==> src/rtl/perceptron_pkg.sv <==
`default_nettype none
// ============================================================================
// Module      : perceptron_pkg
// Description : Shared types and constants for the perceptron parameter loader.
// Revision    : 1.0 - initial release
// ============================================================================
package perceptron_pkg;

    typedef enum logic [1:0] {
        IDLE    = 2'd0,
        PAYLOAD = 2'd1,
        CHECK   = 2'd2,
        HOLD    = 2'd3
    } state_t;

    localparam logic [7:0] HEADER_DEFAULT = 8'hA5;
    localparam int         NUM_PARAMS     = 10;
    localparam logic [7:0] WEIGHT_MAX     = 8'd7;

    localparam logic [3:0] IDX_IN0       = 4'd0;
    localparam logic [3:0] IDX_IN1       = 4'd1;
    localparam logic [3:0] IDX_IN2       = 4'd2;
    localparam logic [3:0] IDX_IN3       = 4'd3;
    localparam logic [3:0] IDX_WEIGHT0   = 4'd4;
    localparam logic [3:0] IDX_WEIGHT1   = 4'd5;
    localparam logic [3:0] IDX_WEIGHT2   = 4'd6;
    localparam logic [3:0] IDX_WEIGHT3   = 4'd7;
    localparam logic [3:0] IDX_BIAS      = 4'd8;
    localparam logic [3:0] IDX_THRESHOLD = 4'd9;

    // Shift amounts above WEIGHT_MAX would overflow the datapath shifter.
    function automatic logic [7:0] clamp_weight(input logic [7:0] w);
        return (w > WEIGHT_MAX) ? WEIGHT_MAX : w;
    endfunction

endpackage : perceptron_pkg
`default_nettype wire

==> src/rtl/perceptron_param_loader.sv <==
`default_nettype none
// ============================================================================
// Module      : perceptron_param_loader
// Description : Parses checksummed byte frames into a shadow buffer and
//               commits all perceptron parameters atomically.
// Revision    : 1.0 - initial release
// ============================================================================
module perceptron_param_loader
    import perceptron_pkg::*;
#(
    parameter logic [7:0] HEADER = HEADER_DEFAULT
) (
    input  logic       clk,
    input  logic       rst,
    input  logic [7:0] s_data,
    input  logic       s_valid,
    input  logic       s_sof,
    output logic       s_ready,
    output logic [7:0] in0,
    output logic [7:0] in1,
    output logic [7:0] in2,
    output logic [7:0] in3,
    output logic [7:0] weight0,
    output logic [7:0] weight1,
    output logic [7:0] weight2,
    output logic [7:0] weight3,
    output logic [7:0] bias,
    output logic [7:0] threshold,
    output logic       cfg_valid,
    output logic       cfg_update,
    output logic       frame_err
);

    state_t     r_state;
    state_t     w_state_next;
    logic [3:0] r_index;
    logic [7:0] r_acc;
    logic [7:0] r_shadow [0:NUM_PARAMS-1];

    logic w_accept;
    logic w_start;
    logic w_load;
    logic w_commit;
    logic w_err;

    assign s_ready  = (r_state != HOLD);
    assign w_accept = s_valid && s_ready;

    always_comb begin
        w_state_next = r_state;
        w_start      = 1'b0;
        w_load       = 1'b0;
        w_commit     = 1'b0;
        w_err        = 1'b0;
        case (r_state)
            IDLE: begin
                if (w_accept && s_sof) begin
                    if (s_data == HEADER) begin
                        w_start      = 1'b1;
                        w_state_next = PAYLOAD;
                    end else begin
                        w_err = 1'b1;
                    end
                end
            end
            PAYLOAD, CHECK: begin
                if (w_accept) begin
                    if (s_sof) begin
                        // Abort the frame; the SOF byte is reparsed as a header.
                        w_err = 1'b1;
                        if (s_data == HEADER) begin
                            w_start      = 1'b1;
                            w_state_next = PAYLOAD;
                        end else begin
                            w_state_next = IDLE;
                        end
                    end else if (r_state == PAYLOAD) begin
                        w_load = 1'b1;
                        if (r_index == IDX_THRESHOLD) begin
                            w_state_next = CHECK;
                        end
                    end else if (s_data == r_acc) begin
                        w_commit     = 1'b1;
                        w_state_next = HOLD;
                    end else begin
                        w_err        = 1'b1;
                        w_state_next = IDLE;
                    end
                end
            end
            HOLD: w_state_next = IDLE;
            default: w_state_next = IDLE;
        endcase
    end

    always_ff @(posedge clk or posedge rst) begin
        if (rst) begin
            r_state <= IDLE;
            r_index <= 4'd0;
            r_acc   <= 8'd0;
            for (int i = 0; i < NUM_PARAMS; i++) begin
                r_shadow[i] <= 8'd0;
            end
        end else begin
            r_state <= w_state_next;
            if (w_start) begin
                r_index <= 4'd0;
                r_acc   <= 8'd0;
            end else if (w_load) begin
                r_shadow[r_index] <= s_data;
                r_acc             <= r_acc ^ s_data;
                r_index           <= r_index + 4'd1;
            end
        end
    end

    always_ff @(posedge clk or posedge rst) begin
        if (rst) begin
            in0        <= 8'd0;
            in1        <= 8'd0;
            in2        <= 8'd0;
            in3        <= 8'd0;
            weight0    <= 8'd0;
            weight1    <= 8'd0;
            weight2    <= 8'd0;
            weight3    <= 8'd0;
            bias       <= 8'd0;
            threshold  <= 8'd0;
            cfg_valid  <= 1'b0;
            cfg_update <= 1'b0;
            frame_err  <= 1'b0;
        end else begin
            cfg_update <= w_commit;
            frame_err  <= w_err;
            if (w_commit) begin
                in0       <= r_shadow[IDX_IN0];
                in1       <= r_shadow[IDX_IN1];
                in2       <= r_shadow[IDX_IN2];
                in3       <= r_shadow[IDX_IN3];
                weight0   <= clamp_weight(r_shadow[IDX_WEIGHT0]);
                weight1   <= clamp_weight(r_shadow[IDX_WEIGHT1]);
                weight2   <= clamp_weight(r_shadow[IDX_WEIGHT2]);
                weight3   <= clamp_weight(r_shadow[IDX_WEIGHT3]);
                bias      <= r_shadow[IDX_BIAS];
                threshold <= r_shadow[IDX_THRESHOLD];
                cfg_valid <= 1'b1;
            end
        end
    end

endmodule : perceptron_param_loader
`default_nettype wire
==> config.mk <==
export PLATFORM = sky130hd
export DESIGN_NAME = perceptron_param_loader
export DESIGN_NICKNAME = d
export VERILOG_FILES = /design/src/rtl/perceptron_pkg.sv /design/src/rtl/perceptron_param_loader.sv
export SDC_FILE = /design/constraint.sdc
export NUM_CORES = 1
export LEC_CHECK = 0
export ABC_CLOCK_PERIOD_IN_PS = 16200
export CORE_MARGIN = 2
export CORE_UTILIZATION = 59
export CTS_BUF_LIST = sky130_fd_sc_hd__clkbuf_4
export DETAILED_ROUTE_END_ITERATION = 10
export GPL_ROUTABILITY_DRIVEN = 0
export PLACE_DENSITY_LB_ADDON = 0.3
export SYNTH_ARGS = -nofsm -noshare
export SYNTH_HDL_FRONTEND = slang
export SYNTH_SLANG_ARGS = --single-unit
==> constraint.sdc <==
create_clock -name clk -period 16.2 [get_ports clk]
set_input_delay 2.43 -clock clk [delete_from_list [all_inputs] [get_ports clk]]
set_output_delay 2.43 -clock clk [all_outputs]
set_load 0.005 [all_outputs]
## Yosys cells after proc, flatten, opt, wreduce, memory -nomap -nowiden

Cells that the tools add are included.

- Add/sub/neg operators: 1
- Multipliers: 0
- Div/mod/pow operators: 0
- $lt $le $gt $ge: 6
- Eq/ne operators: 11
- Shift-type cells: 0
- Mux-type cells: 41
- Bitwise gates (word level): 3
- Reduce and logical (&&, ||, !) cells: 8

Operator list:

| cell | number |
|---|---|
| 80-bit bitwise mux | 1 |
| 8-bit two-way mux | 7 |
| 8-bit demux with 4-bit select | 1 |
| 8-bit by 3-bit > comparator with 1-bit output (second input constant) | 4 |
| 1-bit two-way mux | 20 |
| 2-bit two-way mux | 7 |
| 8-bit equality test | 1 |
| 8-bit equality test (second input constant) | 1 |
| 4-bit two-way mux | 2 |
| 2-bit inequality test (second input constant) | 4 |
| 8-bit bitwise XOR | 1 |
| 2-bit case mux with 3 select lines | 1 |
| 5-bit greater-or-equal comparator (second input constant) | 1 |
| 5-bit by 1-bit < comparator with 1-bit output (second input constant) | 1 |
| 4-bit inverter with 5-bit output | 1 |
| 4-bit by 1-bit adder with 4-bit output (second input constant) | 1 |
| 2-bit equality test (second input constant) | 2 |
| 4-bit equality test (second input constant) | 1 |
| 4-bit inequality test (second input constant) | 1 |
| 1-bit case mux with 2 select lines | 2 |
| 4-bit AND reduction | 1 |
| 1-bit logical AND | 3 |
| 2-bit by 1-bit equality test with 1-bit output (second input constant) | 1 |
| 2-bit logical NOT | 1 |
| 4 further kinds | 4 |

- Bits in registers: 177
- Latch bits: 0
- Memory bits (writable): 0
- Memory bits (read-only): 0
- Input bits: 12
- Output and inout port bits: 84
- Word-level logic and storage cells: 96
- Memories kept: 0

## Logic depth before layout (Yosys ltp)

Gate-level depths: netlist of run 1.

- Depth after elaboration: 7
- Mapped depth: 8
- Depth with buffers taken out: 7

## Worst setup path after synthesis of run 1

Ideal clock, no wire load.

- Path type: input port to flip-flop
- Start: input s_data[3]
- End: register bias[0]
- Library setup time: 125 ps
- Data arrival time: 3973 ps
- Required time: 16075 ps
- Slack: 12102 ps
- Cell stages on the path: 7
- Buffers on the path: 2
- Cell sequence: nor2b_1 > nor4_1 > nand4_1 > or4_1 > buf_4 > buf_6 > mux2_4

- Word-level cells in the longest chain between the ends: 6

RTL lines:

| element | line | text |
|---|---|---|
| start: declaration | perceptron_param_loader.sv:15 | `input logic [7:0] s_data,` |
| 8-bit equality test | perceptron_param_loader.sv:82 | `end else if (s_data == r_acc) begin` |
| 1-bit two-way mux | perceptron_param_loader.sv:82 |  |
| 1-bit two-way mux | perceptron_param_loader.sv:77 | `end else if (r_state == PAYLOAD) begin` |
| 1-bit two-way mux | perceptron_param_loader.sv:68 | `if (s_sof) begin` |
| 1-bit two-way mux | perceptron_param_loader.sv:67 | `if (w_accept) begin` |
| 1-bit two-way mux | perceptron_param_loader.sv:55 | `case (r_state)` |
| end signal: assignment | perceptron_param_loader.sv:144 | `bias <= r_shadow[IDX_BIAS];` |
| end: declaration | perceptron_param_loader.sv:27 | `output logic [7:0] bias,` |

No other way between the ends.
A chain may end at the register's enable or synchronous reset.

## Worst setup path in the final report of run 1

- Start: input s_data[3]
- End: register in0[7]

- Word-level cells in the longest chain between the ends: 6

RTL lines:

| element | line | text |
|---|---|---|
| 8-bit equality test | perceptron_param_loader.sv:82 |  |
| 1-bit two-way mux | perceptron_param_loader.sv:82 |  |
| 1-bit two-way mux | perceptron_param_loader.sv:77 |  |
| 1-bit two-way mux | perceptron_param_loader.sv:68 |  |
| 1-bit two-way mux | perceptron_param_loader.sv:67 |  |
| 1-bit two-way mux | perceptron_param_loader.sv:55 |  |
| end signal: assignment | perceptron_param_loader.sv:136 | `in0 <= r_shadow[IDX_IN0];` |
| end: declaration | perceptron_param_loader.sv:19 | `output logic [7:0] in0,` |

No other way between the ends.

==> results of run 1 <==
## kinds of logic after synthesis
| family | Yosys count | synth area share, % |
|---|---|---|
| AOI/OAI and AO/OA | 20 | 1.86 |
| xor gates and xnor gates | 5 | 0.604 |
| adders and majority gates | 7 | 1.21 |
| buffers and inverters | 33 | 2.38 |
| DFF | 177 | 61.0 |
| muxes | 140 | 24.5 |
| and+or+nand+nor | 108 | 8.40 |
## power by group
group	total [mW]	leakage (nW)	internal (mW)	switching, mW
logic	0.229	1.82	0.126	0.103
clock network	0.243	0.150	0.103	0.140
registers	0.582	2.39	0.529	0.0528
total	1.05	4.36	0.758	0.296
## final timing paths
kind | startpoint | endpoint | slack, ns | cells after the start
setup reg to reg | r_state[0]$_DFFE_PP0P_ | r_shadow[57]$_DFFE_PP0P_ | 13.20 | 6
hold / removal | cfg_valid$_DFFE_PP0P_ | cfg_valid$_DFFE_PP0P_ | 0.48 | 1
hold reg to reg | cfg_valid$_DFFE_PP0P_ | cfg_valid$_DFFE_PP0P_ | 0.48 | 1
max in group asynchronous | rst | r_acc[2]$_DFFE_PP0P_ | 12.28 | 3
setup / recovery | s_data[3] | in0[7]$_DFFE_PP0P_ | 10.96 | 7
min in group asynchronous | rst | r_shadow[67]$_DFFE_PP0P_ | 2.47 | 2
## metal layers
metal | vias to the layer above | wire length (microns) | global-route usage, %
li1 | 1895 | - | -
met1 | 2089 | 6030 | 29.7
met2 | 109 | 6540 | 35.3
met3 | 28 | 573 | 4.85
met4 | 0 | 315 | 8.92
met5 | - | 0 | 0
## layout make-up
cell class                      count  area (sq um)  area share, %
Timing Repair Buffer               97           966           11.3
Clock inverter                     15           149           1.74
Sequential cell                   177          4430           51.7
Tap cell                          147           184           2.15
Multi-Input combinational cell    280          2660           31.0
Clock buffer                       17           128           1.49
Inverter                           12          50.0          0.584
## synth_stat cells (all sizes together), types with 2 or more instances
master / instances / share of area [%]
buf: 7 / 1.0
nor2: 13 / 0.67
nand2b: 4 / 0.34
nor2b: 10 / 0.86
mux2: 136 / 24
nor4bb: 2 / 0.28
clkbuf: 14 / 0.72
o21ai: 12 / 0.83
and3b: 2 / 0.24
ha: 7 / 1.2
or3: 8 / 0.69
mux2i: 4 / 0.55
nand4b: 2 / 0.24
inv: 12 / 0.62
or4: 5 / 0.52
nand2: 18 / 0.93
nand3: 7 / 0.48
and2: 22 / 1.9
dfrtp: 177 / 61
xor2: 4 / 0.48
nor3: 8 / 0.55
## worst reg2reg max path, delay by kind of cell (launching register included)
| kind | cells | cell delay, ns |
|---|---|---|
| mux | 1 | 0.45 |
| flops | 1 | 0.42 |
| buf+inv | 1 | 0.06 |
| simple gates | 3 | 1.59 |
| fa+ha+maj | 1 | 0.38 |
==> results_dict.tcl, run 1 <==
set metrics [dict create \
    rows 40 \
    clockBufferDepth 2 \
    ys_seq_area_share_pct 61.0 \
    syn_to_final_growth_pct 18.0 \
    path_cells "clkdlybuf4s50_1 -> nor2b_1 -> nor4_1 -> nand4_1 -> or4_4 -> buf_4 -> mux2_1" \
    clk_pin_slew_ns 0.13 \
    fin_skew_ns 0.0104 \
    p_per_area_nw_per_um2 123 \
    peakVddDrop_v 0.0000725 \
    place_area_sq_um 8290 \
    crit_slowest_cell "clkdlybuf4s50_1" \
    synth_edf_count 0 \
    wirelength_microns 13500 \
    synth_cell_type_count 40 \
    syn_area_sq_um 7260 \
    post-route-min-period_ns 5.24 \
    total_power_mw 1.05 \
    critPathTopFamily "simple AND/OR/NAND/NOR gates" \
    syn-num-nets 509 \
    cts_tree "done" \
    design.core.area_sq_um 12000 \
    antenna_found_initial 0 \
    endpoint_kind "flop" \
    p_leak_nw 4.36 \
    grt_pass1_vias 4286 \
    num_io_pins 96 \
    grt_max_degree 105 \
    insertion_delay_ns 0.55 \
    final_common_cell "dfrtp_1" \
    timing.hold.ws_ns 0.478 \
    die_w_microns 115 \
    overflow 0 \
    hold_path_class "reg2reg" \
    required_ns 16.64 \
    arrival_ns 5.68 \
    drv_cap 0 \
    status "completed" \
    diodes 0 \
    rsz0062_at_grt "false" \
    final_hold_viol_count 0 \
    fin_nets 604 \
    drc 0 \
    place_inst 713 \
    ys.flop_type "dfrtp_1" \
    finalNonFillerCells 745 \
    firstDrtPassIters 4 \
    die_h_microns 115 \
    wire_per_inst_microns 18.1 \
    worst_slack_ns 10.96 \
    cts_resized 0 \
    cp_max_fo 47 \
    async_reset_ff_share_pct 100 \
    fillers 830 \
    route.vias.total 4121 \
    clkSinkCount 177 \
    port_buffers 95 \
    timing.final.crit_share_pct 32.3 \
    ys_ff_latch 177 \
    avgSynthCellArea_sq_um 14.8 \
    htreeDepth 4 \
    synth_cells 490 \
    stdcell_area_sq_um 8560 \
    track_usage_pct 22.1 \
    top_register "r_shadow" \
    final_max_slew_viol_count 0 \
    start_kind "primary input" \
    final_util_pct 71.3 \
    crit_buf_inv 2 \
    drive_gt1_share_pct 27.9 \
    tns_ns 0 \
    dp_hpwl_microns 8790 \
    cts_setup_buffers 0 \
    cts_root_buffer "clkbuf_4" \
    detail-route-antenna-nets 0 \
    grt_pass1_wl_microns 22100 \
    avgViaCountPerCell 5.53 \
    slew-limit-headroom_pct 31.5 \
    yosys_warnings 0 \
    slowest_delay_ns 0.78 \
    dpl_worst_slack_ns 10.37 \
    worstSetupPathType "in2reg" \
    numCtsBuffers 17 \
    initial_core_util_pct 60.4 \
    tightest_slew_ns 1.02 \
    drt_iter0_drc 191 \
    postCtsHoldBufs 0 \
    largest_register_ff_count 80 \
    maxClockFrequency_ghz 0.191 \
    layout_common_cells "177 x dfrtp_1, 95 x clkdlybuf4s50_1, 80 x mux2_2" \
    finalSetupViolations 0 \
    die-area_sq_um 13200 \
]
No activity file was read; power rests on OpenSTA's default activity.
==> inputs of run 2 (changes only) <==
--- a/config.mk
+++ b/config.mk
@@ -5,9 +5,9 @@
 export SDC_FILE = /design/constraint.sdc
 export NUM_CORES = 1
 export LEC_CHECK = 0
-export ABC_CLOCK_PERIOD_IN_PS = 16200
+export ABC_CLOCK_PERIOD_IN_PS = 5200
 export CORE_MARGIN = 2
-export CORE_UTILIZATION = 59
+export CORE_UTILIZATION = 57
 export CTS_BUF_LIST = sky130_fd_sc_hd__clkbuf_4
 export DETAILED_ROUTE_END_ITERATION = 10
 export GPL_ROUTABILITY_DRIVEN = 0
==> constraint.sdc (replaced) <==
create_clock -name clk -period 5.2 [get_ports clk]
set_input_delay 0.78 -clock clk [delete_from_list [all_inputs] [get_ports clk]]
set_output_delay 0.78 -clock clk [all_outputs]
set_load 0.005 [all_outputs]
==> results_dict.tcl, run 2 (synthesis gave the netlist of run 1 again) <==
set metrics [dict create \
    die_h_microns 117 \
    regArea_sq_um 4430 \
    cp_max_fo 54 \
    stdcell_area_sq_um 8730 \
    r2r_start "r_state[0]$_DFFE_PP0P_" \
    cts_root_buffer "clkbuf_4" \
    required_ns 5.66 \
    detail-route-antenna-nets 0 \
    grt_pass1_wl_microns 21900 \
    maxClockFrequency_ghz 0.278 \
    die-area_sq_um 13600 \
    grt_max_degree 178 \
    grt_pass1_vias 4250 \
    reg2reg_to "r_shadow[13]$_DFFE_PP0P_" \
    arrival_ns 4.06 \
    tns_ns 0 \
    clockBufferDepth 2 \
    fin_skew_ns 0.0135 \
    htreeDepth 4 \
    route.vias.total 4140 \
    hold_path_class "reg2reg" \
    initial_core_util_pct 58.0 \
    clkSinkCount 177 \
    multi_input_area_sq_um 2660 \
    numCtsBuffers 17 \
    crit_end "bias[4]$_DFFE_PP0P_" \
    endpoint_kind "flop" \
    final_hold_viol_count 0 \
    die_w_microns 117 \
    cts_setup_buffers 0 \
    drv_cap 0 \
    overflow 0 \
    design.core.area_sq_um 12500 \
    worstSetupPathType "in2reg" \
    layout_common_cells "177 x dfrtp_1, 95 x clkdlybuf4s50_1, 80 x mux2_2" \
    peakVddDrop_v 0.000232 \
    diodes 0 \
    track_usage_pct 21.4 \
    post-route-min-period_ns 3.60 \
    fin_nets 605 \
    dp_hpwl_microns 9050 \
    drt_iter0_drc 268 \
    wirelength_microns 13700 \
    fillers 901 \
    path_cells "clkdlybuf4s50_1 -> nor2b_1 -> a2111oi_2 -> nand4_1 -> or4_4 -> buf_4 -> mux2_4" \
    status "completed" \
    reg2reg_depth 6 \
    crit_buf_inv 2 \
    drive_gt1_share_pct 28.7 \
    rsz0062_at_grt "false" \
    cts_tree "done" \
    total_power_mw 3.53 \
    finalSetupViolations 0 \
    port_buffers 95 \
    postCtsHoldBufs 0 \
    finalNonFillerCells 771 \
    syn_to_final_growth_pct 20.3 \
    tightest_slew_ns 0.996 \
    start_kind "primary input" \
    final_max_slew_viol_count 0 \
    ff2ff_setup_slack_ns 2.17 \
    wire_per_inst_microns 17.7 \
    firstDrtPassIters 4 \
    rows 41 \
    avgViaCountPerCell 5.37 \
    p_leak_nw 4.42 \
    slowest_delay_ns 0.90 \
    final_common_cell "dfrtp_1" \
    cp-startpoint "s_data[1]" \
    num_io_pins 96 \
    timing.final.crit_share_pct 69.3 \
    cts_resized 0 \
    p_per_area_nw_per_um2 405 \
    slew-limit-headroom_pct 33.4 \
    place_area_sq_um 8340 \
    place_inst 739 \
    largest_register_ff_count 80 \
    top_register "r_shadow" \
    drc 0 \
    critPathTopFamily "buffers and inverters" \
    clk_pin_slew_ns 0.13 \
    antenna_found_initial 0 \
    crit_slowest_cell "clkdlybuf4s50_1" \
    insertion_delay_ns 0.56 \
    cp.depth 7 \
]
[run 2: cell count changes in the layout (fill, tap and decap cells not counted), sizes merged]
cell	change
clkinv	-5
bufinv	+4
buf	+1
clkinvlp	+1
[run 2: layout make-up]
type | instances | area share (%)
clock inverters | 15 | 3.00
well taps | 172 | 2.47
repair buffers | 98 | 11.3
inverters | 12 | 0.559
flip-flops and latches | 177 | 50.8
multi-input cells | 280 | 30.5
clock buffers | 17 | 1.46
[run 2: metrics by stage]
| stage | hold WS, ns | utilization [%] | setup WS [ns] |
|---|---|---|---|
| floorplan | 0.452 | - | 2.15 |
| global placement | 0.453 | 66.6 | 1.20 |
| detailed placement | 0.465 | 66.6 | 1.11 |
| CTS | 0.497 | 69.7 | 1.71 |
| global route | 0.514 | 69.7 | 1.51 |
| finish | 0.497 | 69.7 | 1.60 |
[run 2: report_power, final]
part	switching [mW]	internal [mW]	leakage [nW]
clock network	0.460	0.524	0.201
logic	0.326	0.396	1.83
registers	0.180	1.65	2.39
[run 2: layer usage]
metal	up-vias	routed length [microns]	part of all wire [%]	global-route usage (%)
li1	1901	-	-	-
met1	2098	6100	45	28.7
met2	116	6740	49	34.7
met3	25	606	4.4	5.30
met4	0	234	1.7	7.61
met5	-	0	0	0
[run 2: worst min path at each step]
stage | start | end | slack, ns | cells past startpoint
floorplan | r_shadow[79]$_DFFE_PP0P_ | in0[7]$_DFFE_PP0P_ | 0.45 | 1
global route | cfg_valid$_DFFE_PP0P_ | cfg_valid$_DFFE_PP0P_ | 0.51 | 1
CTS | cfg_valid$_DFFE_PP0P_ | cfg_valid$_DFFE_PP0P_ | 0.50 | 1
finish | cfg_valid$_DFFE_PP0P_ | cfg_valid$_DFFE_PP0P_ | 0.50 | 1
detailed placement | cfg_valid$_DFFE_PP0P_ | cfg_valid$_DFFE_PP0P_ | 0.46 | 1
global placement | cfg_valid$_DFFE_PP0P_ | cfg_valid$_DFFE_PP0P_ | 0.45 | 1
==> inputs of run 3 (changes only) <==
--- a/config.mk
+++ b/config.mk
@@ -5,9 +5,9 @@
 export SDC_FILE = /design/constraint.sdc
 export NUM_CORES = 1
 export LEC_CHECK = 0
-export ABC_CLOCK_PERIOD_IN_PS = 5200
+export ABC_CLOCK_PERIOD_IN_PS = 3300
 export CORE_MARGIN = 2
-export CORE_UTILIZATION = 57
+export CORE_UTILIZATION = 51
 export CTS_BUF_LIST = sky130_fd_sc_hd__clkbuf_4
 export DETAILED_ROUTE_END_ITERATION = 10
 export GPL_ROUTABILITY_DRIVEN = 0
==> constraint.sdc (replaced) <==
create_clock -name clk -period 3.3 [get_ports clk]
set_input_delay 0.495 -clock clk [delete_from_list [all_inputs] [get_ports clk]]
set_output_delay 0.495 -clock clk [all_outputs]
set_load 0.005 [all_outputs]
==> results_dict.tcl, run 3 (synthesis gave the netlist of run 1 again) <==
set metrics [dict create \
    status "completed" \
    num_io_pins 96 \
    dp_hpwl_microns 9260 \
    port_buffers 95 \
    slew-limit-headroom_pct 39.8 \
    top_register "r_shadow" \
    firstDrtPassIters 4 \
    overflow 0 \
    largest_register_ff_count 80 \
    reg2reg_to "r_shadow[30]$_DFFE_PP0P_" \
    drv_cap 0 \
    grt_pass1_wl_microns 22400 \
    grt_pass1_vias 4334 \
    drive_gt1_share_pct 30.4 \
    timing.final.crit_share_pct 76.7 \
    start_kind "flop" \
    arrival_ns 2.99 \
    cp_max_fo 9 \
    hold_path_class "in2async" \
    dpl_worst_slack_ns 0.393 \
    finalSetupViolations 0 \
    required_ns 3.75 \
    endpoint_kind "flop" \
    final_max_slew_viol_count 0 \
    route.vias.total 4212 \
    r2r_start "r_state[0]$_DFFE_PP0P_" \
    tightest_slew_ns 0.901 \
    avgViaCountPerCell 5.32 \
    peakVddDrop_v 0.000267 \
    worst_slack_ns 0.768 \
    die_h_microns 123 \
    wire_per_inst_microns 17.4 \
    rows 43 \
    cts_tree "done" \
    post-route-min-period_ns 2.53 \
    drc 0 \
    postCtsHoldBufs 0 \
    critPathTopFamily "simple AND/OR/NAND/NOR gates" \
    ff2ff_setup_slack_ns 0.77 \
    drt_iter0_drc 225 \
    place_area_sq_um 8470 \
    grt_max_degree 57 \
    tns_ns 0 \
    insertion_delay_ns 0.56 \
    wirelength_microns 13800 \
    die_w_microns 123 \
    htreeDepth 4 \
    total_power_mw 5.34 \
    fin_skew_ns 0.0167 \
    p_per_area_nw_per_um2 606 \
    initial_core_util_pct 52.3 \
    crit_slowest_cell "dfrtp_1" \
    p_leak_nw 4.47 \
    clk_pin_slew_ns 0.14 \
    slowest_delay_ns 0.41 \
    final_common_cell "dfrtp_1" \
    final_hold_viol_count 0 \
    numCtsBuffers 17 \
    rsz0062_at_grt "false" \
    cts_setup_buffers 0 \
    die-area_sq_um 15200 \
    path_cells "inv_1 -> ha_1 -> nand3b_1 -> or2_1 -> nor3b_1 -> nand2_1 -> mux2_2" \
    crit_buf_inv 1 \
    syn_to_final_growth_pct 21.4 \
    design.core.area_sq_um 13900 \
    antenna_found_initial 1 \
    cts_resized 0 \
    layout_common_cells "177 x dfrtp_1, 95 x clkdlybuf4s50_1, 80 x mux2_2" \
    cp-startpoint "r_state[0]$_DFFE_PP0P_" \
    cts_root_buffer "clkbuf_4" \
    clockBufferDepth 2 \
    reg2reg_depth 7 \
    detail-route-antenna-nets 0 \
    maxClockFrequency_ghz 0.395 \
    clkSinkCount 177 \
    worstSetupPathType "reg2reg" \
    fin_nets 617 \
    stdcell_area_sq_um 8810 \
    track_usage_pct 19.5 \
]
-- run 3: layout make-up --
class	instances	area, sq um
fill	1067	5070
sequential	177	4430
multi-input combinational	280	2660
timing repair buffer	110	1110
tap	180	225
clock inverter	13	186
clock buffer	19	143
inverter	12	48.8
antenna	1	2.50
-- run 3: routing by layer --
layer	up-vias	global-route usage (%)	part of all wire (%)
met5	-	0	0
met4	0	7.10	1.7
met3	18	4.38	4.1
met2	119	31.4	50
met1	2149	26.2	44
li1	1926	-	-
-- run 3: worst max-delay path by stage --
| stage | endpoint | slack [ns] | cells after the start |
|---|---|---|---|
| global route | r_shadow[26]$_DFFE_PP0P_ | 0.57 | 7 |
| floorplan | bias[0]$_DFFE_PP0P_ | 0.54 | 1 |
| CTS | r_shadow[29]$_DFFE_PP0P_ | 0.78 | 7 |
| global placement | weight1[2]$_DFFE_PP0P_ | 0.39 | 7 |
| finish | r_shadow[30]$_DFFE_PP0P_ | 0.77 | 7 |
| detailed placement | threshold[5]$_DFFE_PP0P_ | 0.39 | 7 |
-- run 3: worst register-to-register path: stages, from the launching register on --
cell and delay (ns):
dfrtp_1 0.41, inv_1 0.06, ha_1 0.38, nand3b_1 0.19, or2_1 0.37, nor3b_1 0.36
nand2_1 0.31, mux2_2 0.36
-- run 3: report_power, final --
part | switching (mW) | leakage, nW | internal (mW)
Sequential | 0.255 | 2.39 | 2.60
Clock | 0.720 | 0.177 | 0.621
Combinational | 0.509 | 1.90 | 0.636
Total | 1.48 | 4.47 | 3.85
-- run 3: per-stage QoR --
| step | hold slack, ns | cells | utilization [%] |
|---|---|---|---|
| 2_1_floorplan | 0.452 | 490 | - |
| 6_report | 0.461 | 792 | 63.4 |
| 4_1_cts | 0.457 | 791 | 63.4 |
| 5_1_grt | 0.470 | 792 | 63.4 |
| 3_3_place_gp | 0.453 | 759 | 61.1 |
| 3_5_place_dp | 0.460 | 759 | 61.1 |
